===== src/rtl/imem_loader_pkg.sv =====
// Package: imem_loader_pkg
// Shared definitions for the instruction-memory loader: FSM state encoding
// and the image-format constants (header length, bytes per instruction word).
// The CSUM state only exists when IMEM_LOADER_CHECKSUM_EN is defined.
package imem_loader_pkg;

  localparam int HDR_BYTES      = 2;
  localparam int BYTES_PER_WORD = 4;
  localparam int IDX_W          = $clog2(BYTES_PER_WORD);

  typedef enum logic [2:0] {
    ST_HDR0  = 3'd0,
    ST_HDR1  = 3'd1,
    ST_DATA  = 3'd2,
`ifdef IMEM_LOADER_CHECKSUM_EN
    ST_CSUM  = 3'd3,
`endif
    ST_DONE  = 3'd4,
    ST_ERROR = 3'd5
  } state_e;

endpackage


===== src/rtl/imem_word_packer.sv =====
// Module: imem_word_packer
// Shifts accepted bytes (MSB first) into a 32-bit accumulator and flags a
// one-cycle word_valid in the cycle after the 4th byte of each word.
// Ports:
//   clk, rst_n  - clock, synchronous active-low reset (clears index/valid)
//   byte_vld    - a byte is transferred this cycle
//   byte_in     - the byte
//   word        - assembled big-endian word (valid while word_valid=1)
//   word_valid  - one-cycle strobe, cycle after the 4th byte
//   idx         - position of the next byte within the word (0..3)
module imem_word_packer
  import imem_loader_pkg::*;
(
  input  logic             clk,
  input  logic             rst_n,
  input  logic             byte_vld,
  input  logic [7:0]       byte_in,
  output logic [31:0]      word,
  output logic             word_valid,
  output logic [IDX_W-1:0] idx
);

  logic [31:0]      acc_q, acc_d;
  logic [IDX_W-1:0] idx_q, idx_d;
  logic             vld_q, vld_d;

  always_comb begin
    acc_d = acc_q;
    idx_d = idx_q;
    vld_d = 1'b0;
    if (byte_vld) begin
      acc_d = {acc_q[23:0], byte_in};
      // Index is exactly wide enough to wrap 3 -> 0 on its own.
      idx_d = idx_q + 1'b1;
      vld_d = (idx_q == IDX_W'(BYTES_PER_WORD - 1));
    end
  end

  always_ff @(posedge clk) begin
    if (!rst_n) begin
      idx_q <= '0;
      vld_q <= 1'b0;
    end else begin
      idx_q <= idx_d;
      vld_q <= vld_d;
    end
  end

  // Accumulator is pure data; it is fully overwritten before it is used.
  always_ff @(posedge clk) begin
    acc_q <= acc_d;
  end

  // The accumulator cannot change before the write cycle ends: the next
  // byte lands at the earliest on the edge that closes that cycle.
  assign word       = acc_q;
  assign word_valid = vld_q;
  assign idx        = idx_q;

endmodule


===== src/rtl/imem_loader.sv =====
// Module: imem_loader
// Writer side of the instruction-memory interface. Takes a byte stream
// (2-byte big-endian word count N, then 4*N payload bytes), writes big-endian
// words to sequential word addresses from 0, and holds the core in reset
// until the image is complete.
// Optional feature macro: IMEM_LOADER_CHECKSUM_EN adds a trailing XOR byte
// over header+payload; mismatch ends in ERROR instead of DONE.
// Ports:
//   Clk, Reset            - clock, synchronous active-low reset
//   InByte/InValid/InReady- byte stream (transfer = InValid & InReady)
//   Reload                - pulse in DONE/ERROR restarts the load
//   ImWrEn/ImWrAddr/ImWrData - instruction-memory write port
//   CoreResetN            - 0 holds the core in reset
//   Done, Error           - load status
module imem_loader
  import imem_loader_pkg::*;
#(
  parameter int ADDR_W    = 10,
  parameter int MAX_WORDS = 1024
) (
  input  logic              Clk,
  input  logic              Reset,
  input  logic [7:0]        InByte,
  input  logic              InValid,
  output logic              InReady,
  input  logic              Reload,
  output logic              ImWrEn,
  output logic [ADDR_W-1:0] ImWrAddr,
  output logic [31:0]       ImWrData,
  output logic              CoreResetN,
  output logic              Done,
  output logic              Error
);

  localparam logic [16:0] MAX_N = 17'(MAX_WORDS);

`ifdef IMEM_LOADER_CHECKSUM_EN
  localparam state_e ST_PAYLOAD_END = ST_CSUM;
`else
  localparam state_e ST_PAYLOAD_END = ST_DONE;
`endif

  state_e            state_q, state_d;
  logic [7:0]        hdr_hi_q, hdr_hi_d;
  logic [15:0]       n_q, n_d;
  logic [15:0]       words_q, words_d;
  logic [ADDR_W-1:0] addr_q, addr_d;
`ifdef IMEM_LOADER_CHECKSUM_EN
  logic [7:0]        csum_q, csum_d;
`endif

  logic              xfer;
  logic [15:0]       hdr_n;
  logic              pk_byte_vld;
  logic [31:0]       pk_word;
  logic              pk_word_valid;
  logic [IDX_W-1:0]  pk_idx;

  assign xfer        = InValid & InReady;
  assign hdr_n       = {hdr_hi_q, InByte};
  assign pk_byte_vld = xfer && (state_q == ST_DATA);

  imem_word_packer u_packer (
    .clk        (Clk),
    .rst_n      (Reset),
    .byte_vld   (pk_byte_vld),
    .byte_in    (InByte),
    .word       (pk_word),
    .word_valid (pk_word_valid),
    .idx        (pk_idx)
  );

  always_comb begin
    state_d  = state_q;
    hdr_hi_d = hdr_hi_q;
    n_d      = n_q;
    words_d  = words_q;
    addr_d   = addr_q;
`ifdef IMEM_LOADER_CHECKSUM_EN
    csum_d   = csum_q;
`endif
    InReady    = 1'b0;
    Done       = 1'b0;
    Error      = 1'b0;
    CoreResetN = 1'b0;

    // The address advances after each word write is presented.
    if (pk_word_valid) addr_d = addr_q + 1'b1;

    case (state_q)
      ST_HDR0: begin
        InReady = 1'b1;
        if (xfer) begin
          hdr_hi_d = InByte;
`ifdef IMEM_LOADER_CHECKSUM_EN
          csum_d   = InByte;
`endif
          state_d  = ST_HDR1;
        end
      end
      ST_HDR1: begin
        InReady = 1'b1;
        if (xfer) begin
          n_d     = hdr_n;
          words_d = '0;
`ifdef IMEM_LOADER_CHECKSUM_EN
          csum_d  = csum_q ^ InByte;
`endif
          if ({1'b0, hdr_n} > MAX_N) state_d = ST_ERROR;
          else if (hdr_n == 16'd0)   state_d = ST_PAYLOAD_END;
          else                       state_d = ST_DATA;
        end
      end
      ST_DATA: begin
        InReady = 1'b1;
        if (xfer) begin
`ifdef IMEM_LOADER_CHECKSUM_EN
          csum_d = csum_q ^ InByte;
`endif
          if (pk_idx == IDX_W'(BYTES_PER_WORD - 1)) begin
            words_d = words_q + 16'd1;
            // Leave DATA on the same edge the last word is latched, so the
            // final write coincides with the first DONE cycle.
            if (words_q + 16'd1 == n_q) state_d = ST_PAYLOAD_END;
          end
        end
      end
`ifdef IMEM_LOADER_CHECKSUM_EN
      ST_CSUM: begin
        InReady = 1'b1;
        if (xfer) state_d = (InByte == csum_q) ? ST_DONE : ST_ERROR;
      end
`endif
      ST_DONE: begin
        Done       = 1'b1;
        CoreResetN = 1'b1;
        if (Reload) begin
          state_d = ST_HDR0;
          addr_d  = '0;
        end
      end
      ST_ERROR: begin
        Error = 1'b1;
        if (Reload) begin
          state_d = ST_HDR0;
          addr_d  = '0;
        end
      end
      default: state_d = ST_HDR0;
    endcase
  end

  always_ff @(posedge Clk) begin
    if (!Reset) begin
      state_q <= ST_HDR0;
      n_q     <= '0;
      words_q <= '0;
      addr_q  <= '0;
    end else begin
      state_q <= state_d;
      n_q     <= n_d;
      words_q <= words_d;
      addr_q  <= addr_d;
    end
  end

  always_ff @(posedge Clk) begin
    hdr_hi_q <= hdr_hi_d;
`ifdef IMEM_LOADER_CHECKSUM_EN
    csum_q   <= csum_d;
`endif
  end

  assign ImWrEn   = pk_word_valid;
  assign ImWrAddr = addr_q;
  assign ImWrData = pk_word;

endmodule

===== config.mk =====
export PLATFORM = sky130hd
export DESIGN_NAME = imem_loader
export DESIGN_NICKNAME = d
export VERILOG_FILES = /design/src/rtl/imem_loader_pkg.sv /design/src/rtl/imem_word_packer.sv /design/src/rtl/imem_loader.sv
export SDC_FILE = /design/constraint.sdc
export NUM_CORES = 1
export LEC_CHECK = 0
export BUFFER_PORTS_ARGS = -buffer_cell sky130_fd_sc_hd__buf_4
export CAP_MARGIN = 20
export CORE_MARGIN = 4
export CORE_UTILIZATION = 60
export CTS_CLUSTER_SIZE = 30
export DETAILED_ROUTE_END_ITERATION = 8
export PLACE_DENSITY_LB_ADDON = 0.08
export SLEW_MARGIN = 25
export SYNTH_ARGS = -nofsm -noshare
export SYNTH_HDL_FRONTEND = slang
export SYNTH_SLANG_ARGS = --single-unit
export TNS_END_PERCENT = 20

===== constraint.sdc =====
create_clock -name Clk -period 4.8 [get_ports Clk]
set_input_delay 0.96 -clock Clk [delete_from_list [all_inputs] [get_ports Clk]]
set_output_delay 0.96 -clock Clk [all_outputs]
set_load 0.005 [all_outputs]

Yosys cells after proc, flatten, opt, wreduce, memory -nomap -nowiden
Index checks and enable logic that the tools add are counted.
{"block": "op_classes", "add_sub_neg": 3, "n_lt_le_gt_ge": 1, "n_eq_ne": 12, "mux": 19, "bitwise": 1, "reduce_logical": 11}
{"operator": "16-bit 2-to-1 mux", "count": 3}
{"operator": "16-bit one-hot mux with 2 select lines", "count": 1}
{"operator": "10-bit 2-to-1 mux", "count": 3}
{"operator": "3-bit 2-to-1 mux", "count": 8}
{"operator": "16-bit by 1-bit adder with 16-bit output, second input constant", "count": 1}
{"operator": "16-bit equality test", "count": 1}
{"operator": "16-bit by 11-bit > comparator with 1-bit output, second input constant", "count": 1}
{"operator": "16-bit zero test", "count": 1}
{"operator": "3-bit one-hot mux with 4 select lines", "count": 1}
{"operator": "10-bit by 1-bit adder with 10-bit output, second input constant", "count": 1}
{"operator": "3-bit equality test, second input constant", "count": 2}
{"operator": "2-bit by 1-bit inequality test with 1-bit output, second input constant", "count": 3}
{"operator": "2-bit inequality test, second input constant", "count": 3}
{"operator": "2-bit AND reduction", "count": 3}
{"operator": "6-bit AND reduction", "count": 1}
{"operator": "4-bit AND reduction", "count": 1}
{"operator": "3-bit by 1-bit equality test with 1-bit output, second input constant", "count": 1}
{"operator": "3-bit by 2-bit equality test with 1-bit output, second input constant", "count": 1}
{"operator": "3-bit zero test", "count": 1}
{"operator": "1-bit 2-to-1 mux", "count": 3}
{"operator": "3-bit OR reduction", "count": 1}
{"operator": "2-bit by 1-bit adder with 2-bit output, second input constant", "count": 1}
{"operator": "2-bit equality test, second input constant", "count": 1}
{"operator": "2-bit nonzero test", "count": 1}
{"operator": "other kinds (3)", "count": 3}
{"block": "totals", "regBits": 88, "in_bits": 12, "wordCells": 55}

Logic depth before layout (Yosys ltp)
{"block": "depth", "word_depth": 6, "ltp_mapped": 10}

By module
A second synthesis with hierarchy kept.
{"block": "hier_totals", "hier_cells": 393, "hier_area_um2": 4018.9}
{"module": "imem_loader", "n_inst": 1, "cells_each": 352, "area_per_inst_um2": 2946.6, "seq_area_each_um2": 1141.1}
{"module": "imem_word_packer", "n_inst": 1, "cells_each": 41, "area_per_inst_um2": 1072.3, "seq_area_each_um2": 1021.0}

Least setup slack after synthesis
Ideal clock, no wire load.
{"block": "synth_path", "path_type": "input port to flip-flop", "start": "input port InValid", "end": "register words_q[4]", "setup_time_ns": 0.115, "arrival_time_ns": 2.515, "required_time_ns": 4.685, "setup_slack_ns": 2.170, "path_stages": 9, "n_path_buf": 3, "path_cell_list": "nor4bb_1 -> buf_2 -> nand2_1 -> clkbuf_1 -> clkbuf_1 -> nor2_1 -> o21ai_0 -> o31ai_1 -> and2_1"}
{"block": "synth_between", "elab_chain_cells": 3}
{"element": "from (decl)", "line_no": "imem_loader.sv:24", "rtl": "input logic InValid,"}
{"element": "1-bit AND (*)", "line_no": "imem_loader.sv:59", "rtl": "assign xfer = InValid & InReady;"}
{"element": "2-bit inequality test (no source line)"}
{"element": "4-bit AND reduction (no source line) (*)"}
{"element": "to (signal assigned)", "line_no": "imem_loader.sv:162", "rtl": "words_q <= words_d;"}
{"element": "to (decl)", "line_no": "imem_loader.sv:46", "rtl": "logic [15:0] words_q, words_d;"}
Every way passes the cells marked *; elsewhere a longest branch is shown, timed or not.
A chain may end at the register's enable or synchronous reset.

Worst setup path after layout
{"block": "layout_path", "start": "register words_q[0]", "end": "register state_q[1]"}
{"block": "layout_between", "elab_chain_cells": 4}
{"element": "16-bit by 1-bit adder with 16-bit output", "line_no": "imem_loader.sv:124", "rtl": "if (words_q + 16'd1 == n_q) state_d = ST_PAYLOAD_END;"}
{"element": "16-bit equality test", "line_no": "imem_loader.sv:124"}
{"element": "2-bit by 1-bit inequality test with 1-bit output (no source line)"}
{"element": "6-bit AND reduction (no source line)"}
{"element": "to (signal assigned)", "line_no": "imem_loader.sv:160", "rtl": "state_q <= state_d;"}
{"element": "to (decl)", "line_no": "imem_loader.sv:43", "rtl": "state_e state_q, state_d;"}
Every way passes these cells.

==> impl_metrics.py <==
metrics = {
    "grt": {
        "grt_pass1_vias": 2939,
        "grt_pass1_wl_um": 13800,
        "antenna_found_initial": 0,
        "grt_overflow": 0,
        "grt_max_degree": 42,
        "grt_use_total_pct": 23.4,
    },
    "outcome": {
        "status": "finished clean",
    },
    "placement": {
        "dp_slack_ns": 2.06,
        "port_buffers": 58,
        "placed_area_sq_um": 4280,
        "hpwl_um": 5580,
        "routabilityCongestion": 0.886,
    },
    "synth": {
        "async_flop_share_pct": 0,
        "yosysUniqueCellTypes": 42,
        "ys_ff_latch": 88,
        "synth_area_per_cell_sq_um": 10.3,
        "synthMostInstantiatedCell": "nand2_1",
        "ys_top_cells_by_count": "nand2_1 (51), dfxtp_1 (48), edfxtp_1 (40)",
        "synth_edf_count": 40,
        "synth_ff_type": "dfxtp_1",
        "synth_top_area_share_pct": 31.7,
        "synth_area_sq_um": 3790,
        "synth_cells": 368,
        "yosys_warnings": 0,
        "yosysSeqAreaShare_pct": 57.0,
        "synth_area_leader_cell": "edfxtp_1",
        "synth_area_leaders": "edfxtp_1 (32%), dfxtp_1 (25%), nand2_1 (5.0%), xor2_1 (4.2%), xnor2_1 (3.9%)",
        "syn-num-nets": 383,
    },
    "final_layout": {
        "regArea_sq_um": 2160,
        "multiInputGateArea_sq_um": 1570,
        "area_delta_synth_final_pct": 19.0,
        "drive_gt1_share_pct": 18.5,
        "diodes": 0,
        "nets": 436,
        "final_cell_area_sq_um": 4510,
        "final.fill_count": 421,
    },
    "drt": {
        "viasPerCell": 5.78,
        "wl_per_cell_um": 16.0,
        "highest_layer": "met4",
        "detail-route-antenna-nets": 0,
        "first_pass_iters": 4,
        "drc": 0,
        "finalWirelength_um": 8010,
        "routed-wl-met2_um": 4090,
        "wl_met1_um": 3290,
        "wl_met3_um": 473,
        "via_count": 2897,
        "drt_iter0_drc": 182,
    },
    "sta": {
        "hold-worst-slack_ns": 0.460,
        "rsz0062_at_grt": "no",
        "drv_slew": 0,
        "fin_tns_setup_ns": 0,
        "finClkSkew_ns": 0.00767,
        "clock.fmax_ghz": 0.379,
        "hold_viol": 0,
        "final.period_utilization_pct": 55.0,
        "slew_headroom_pct": 51.6,
        "worst_pin_slew_ns": 0.724,
        "min_period_ns": 2.64,
        "setup_viol": 0,
        "setup_ws_ns": 2.16,
    },
    "floorplan": {
        "boundaryPins": 59,
        "die_w_um": 87.5,
        "rows": 28,
        "core_sq_um": 6030,
        "dieArea_sq_um": 7660,
        "start_util_pct": 63.0,
        "dieHeight_um": 87.5,
    },
    "critical_path": {
        "arrival_ns": 2.90,
        "rrSetupSlack_ns": 2.16,
        "worstSetupStartpointType": "flop",
        "cp.required_ns": 5.06,
        "crit_type": "flop to flop",
        "crit_path_end_kind": "flop",
        "crit_fanout": 7,
    },
    "cts": {
        "hold_buffers": 0,
        "numCtsBuffers": 9,
        "htree_levels": 3,
        "cts-resized-gates": 0,
        "post_cts_buffers": 0,
        "clk_pin_slew_ns": 0.10,
        "clockBufferDepth": 2,
        "cts_tree": "built",
        "clock-root-buffer": "clkbuf_8",
        "cts.sinks": 88,
        "clk-insertion-delay-late_ns": 0.37,
    },
    "power": {
        "p_clk_share_pct": 40.3,
        "ir_drop_mv": 0.307,
        "power_density_nw_per_um2": 325,
        "p_comb_share_pct": 4.7,
        "power.leakage_nw": 1.68,
        "switching_share_pct": 23.3,
        "intPower_w": 0.00113,
        "p_switching_w": 0.000341,
        "pwr-share-seq_pct": 54.9,
        "p_total_w": 0.00147,
    },
    "flow_run": {
        "maxCapViolCount": 0,
    },
    "min_path": {
        "hold_path.class": "flop to flop",
    },
}
registers in the layout (all words and copies together) (netlist names):
register,count
u_packer.idx,2
n_q,16
words_q,16
state_q,3
u_packer.word_valid,1
ImWrAddr,10
u_packer.word,32
hdr_hi_q,8
metal layers:
metal  global-route usage, %  vias up
met2                    39.7       83
met1                    28.1     1379
met3                    5.39       16
met5                       0        -
met4                    11.0        0
li1                        -     1419
stage by stage:
stage / util, % / std cells
final: 74.9 / 501
after global routing: 74.9 / 501
after CTS: 74.9 / 501
after detailed placement: 71.0 / 485
after global placement: 71.0 / 485
after floorplan: - / 368
power groups by stage:
stage,combinational (W),clock [W],sequential [W]
after floorplan,0.0000473,0,0.000816
after global placement,0.0000664,0,0.000822
after detailed placement,0.0000691,0,0.000823
after CTS,0.0000703,0.000601,0.000805
after global routing,0.0000784,0.000632,0.000807
final,0.0000696,0.000592,0.000806
path summary, 6_finish.rpt:
| path | from | to | cells after the start |
|---|---|---|---|
| worst max-delay path | words_q[0] | state_q[1] | 7 |
| worst min-delay path | u_packer.word[1] | u_packer.word[9] | 0 |
| worst max register to register | words_q[0] | state_q[1] | 7 |
| worst min register to register | u_packer.word[1] | u_packer.word[9] | 0 |
critical path: stages, from the launching register on:
cell and delay, ns:
dfxtp_1 0.46, ha_1 0.29, nand3_1 0.25, nor4_1 0.59, xnor2_1 0.18, nand3_1 0.11
or4_1 0.42, a41o_1 0.25
layout by cell type (no fill, tap or decap), types with 3 or more instances in the layout:
cell type | Yosys | routed
a21boi_0 | 19 | 19
a21oi_1 | 17 | 17
a31oi_1 | 3 | 3
and2_1 | 5 | 5
and3_1 | 5 | 5
buf_4 | 1 | 60
clkbuf_8 | 0 | 9
dfxtp_1 | 48 | 48
edfxtp_1 | 40 | 40
ha_1 | 3 | 3
inv_6 | 0 | 3
mux2i_1 | 3 | 3
nand2_1 | 51 | 51
nand3_1 | 13 | 13
nand4_1 | 10 | 10
nor2_1 | 26 | 26
nor2b_1 | 11 | 11
nor3_1 | 8 | 8
nor4_1 | 7 | 7
o21ai_0 | 19 | 19
or3_1 | 6 | 6
xnor2_1 | 17 | 17
xor2_1 | 18 | 18
cell families (layout without fill, tap and decap cells):
group	count (synthesis)	after routing	share of synthesized area, %
and+or+nand+nor	154	154	20.3
DFF	88	88	57.0
AOI/OAI and AO/OA	66	66	10.8
xor gates and xnor gates	35	35	8.08
buffers and inverters	19	77	2.04
adders and majority gates	3	3	0.990
muxes	3	3	0.792
final cells by class:
class | instances | area share, %
well taps | 75 | 2.08
clock buffers | 9 | 2.74
multi-input cells | 261 | 34.8
flip-flops and latches | 88 | 47.9
inverters | 1 | 0.0831
clock inverters | 7 | 2.47
repair buffers | 60 | 9.98
Power figures use the tool's default switching activity.
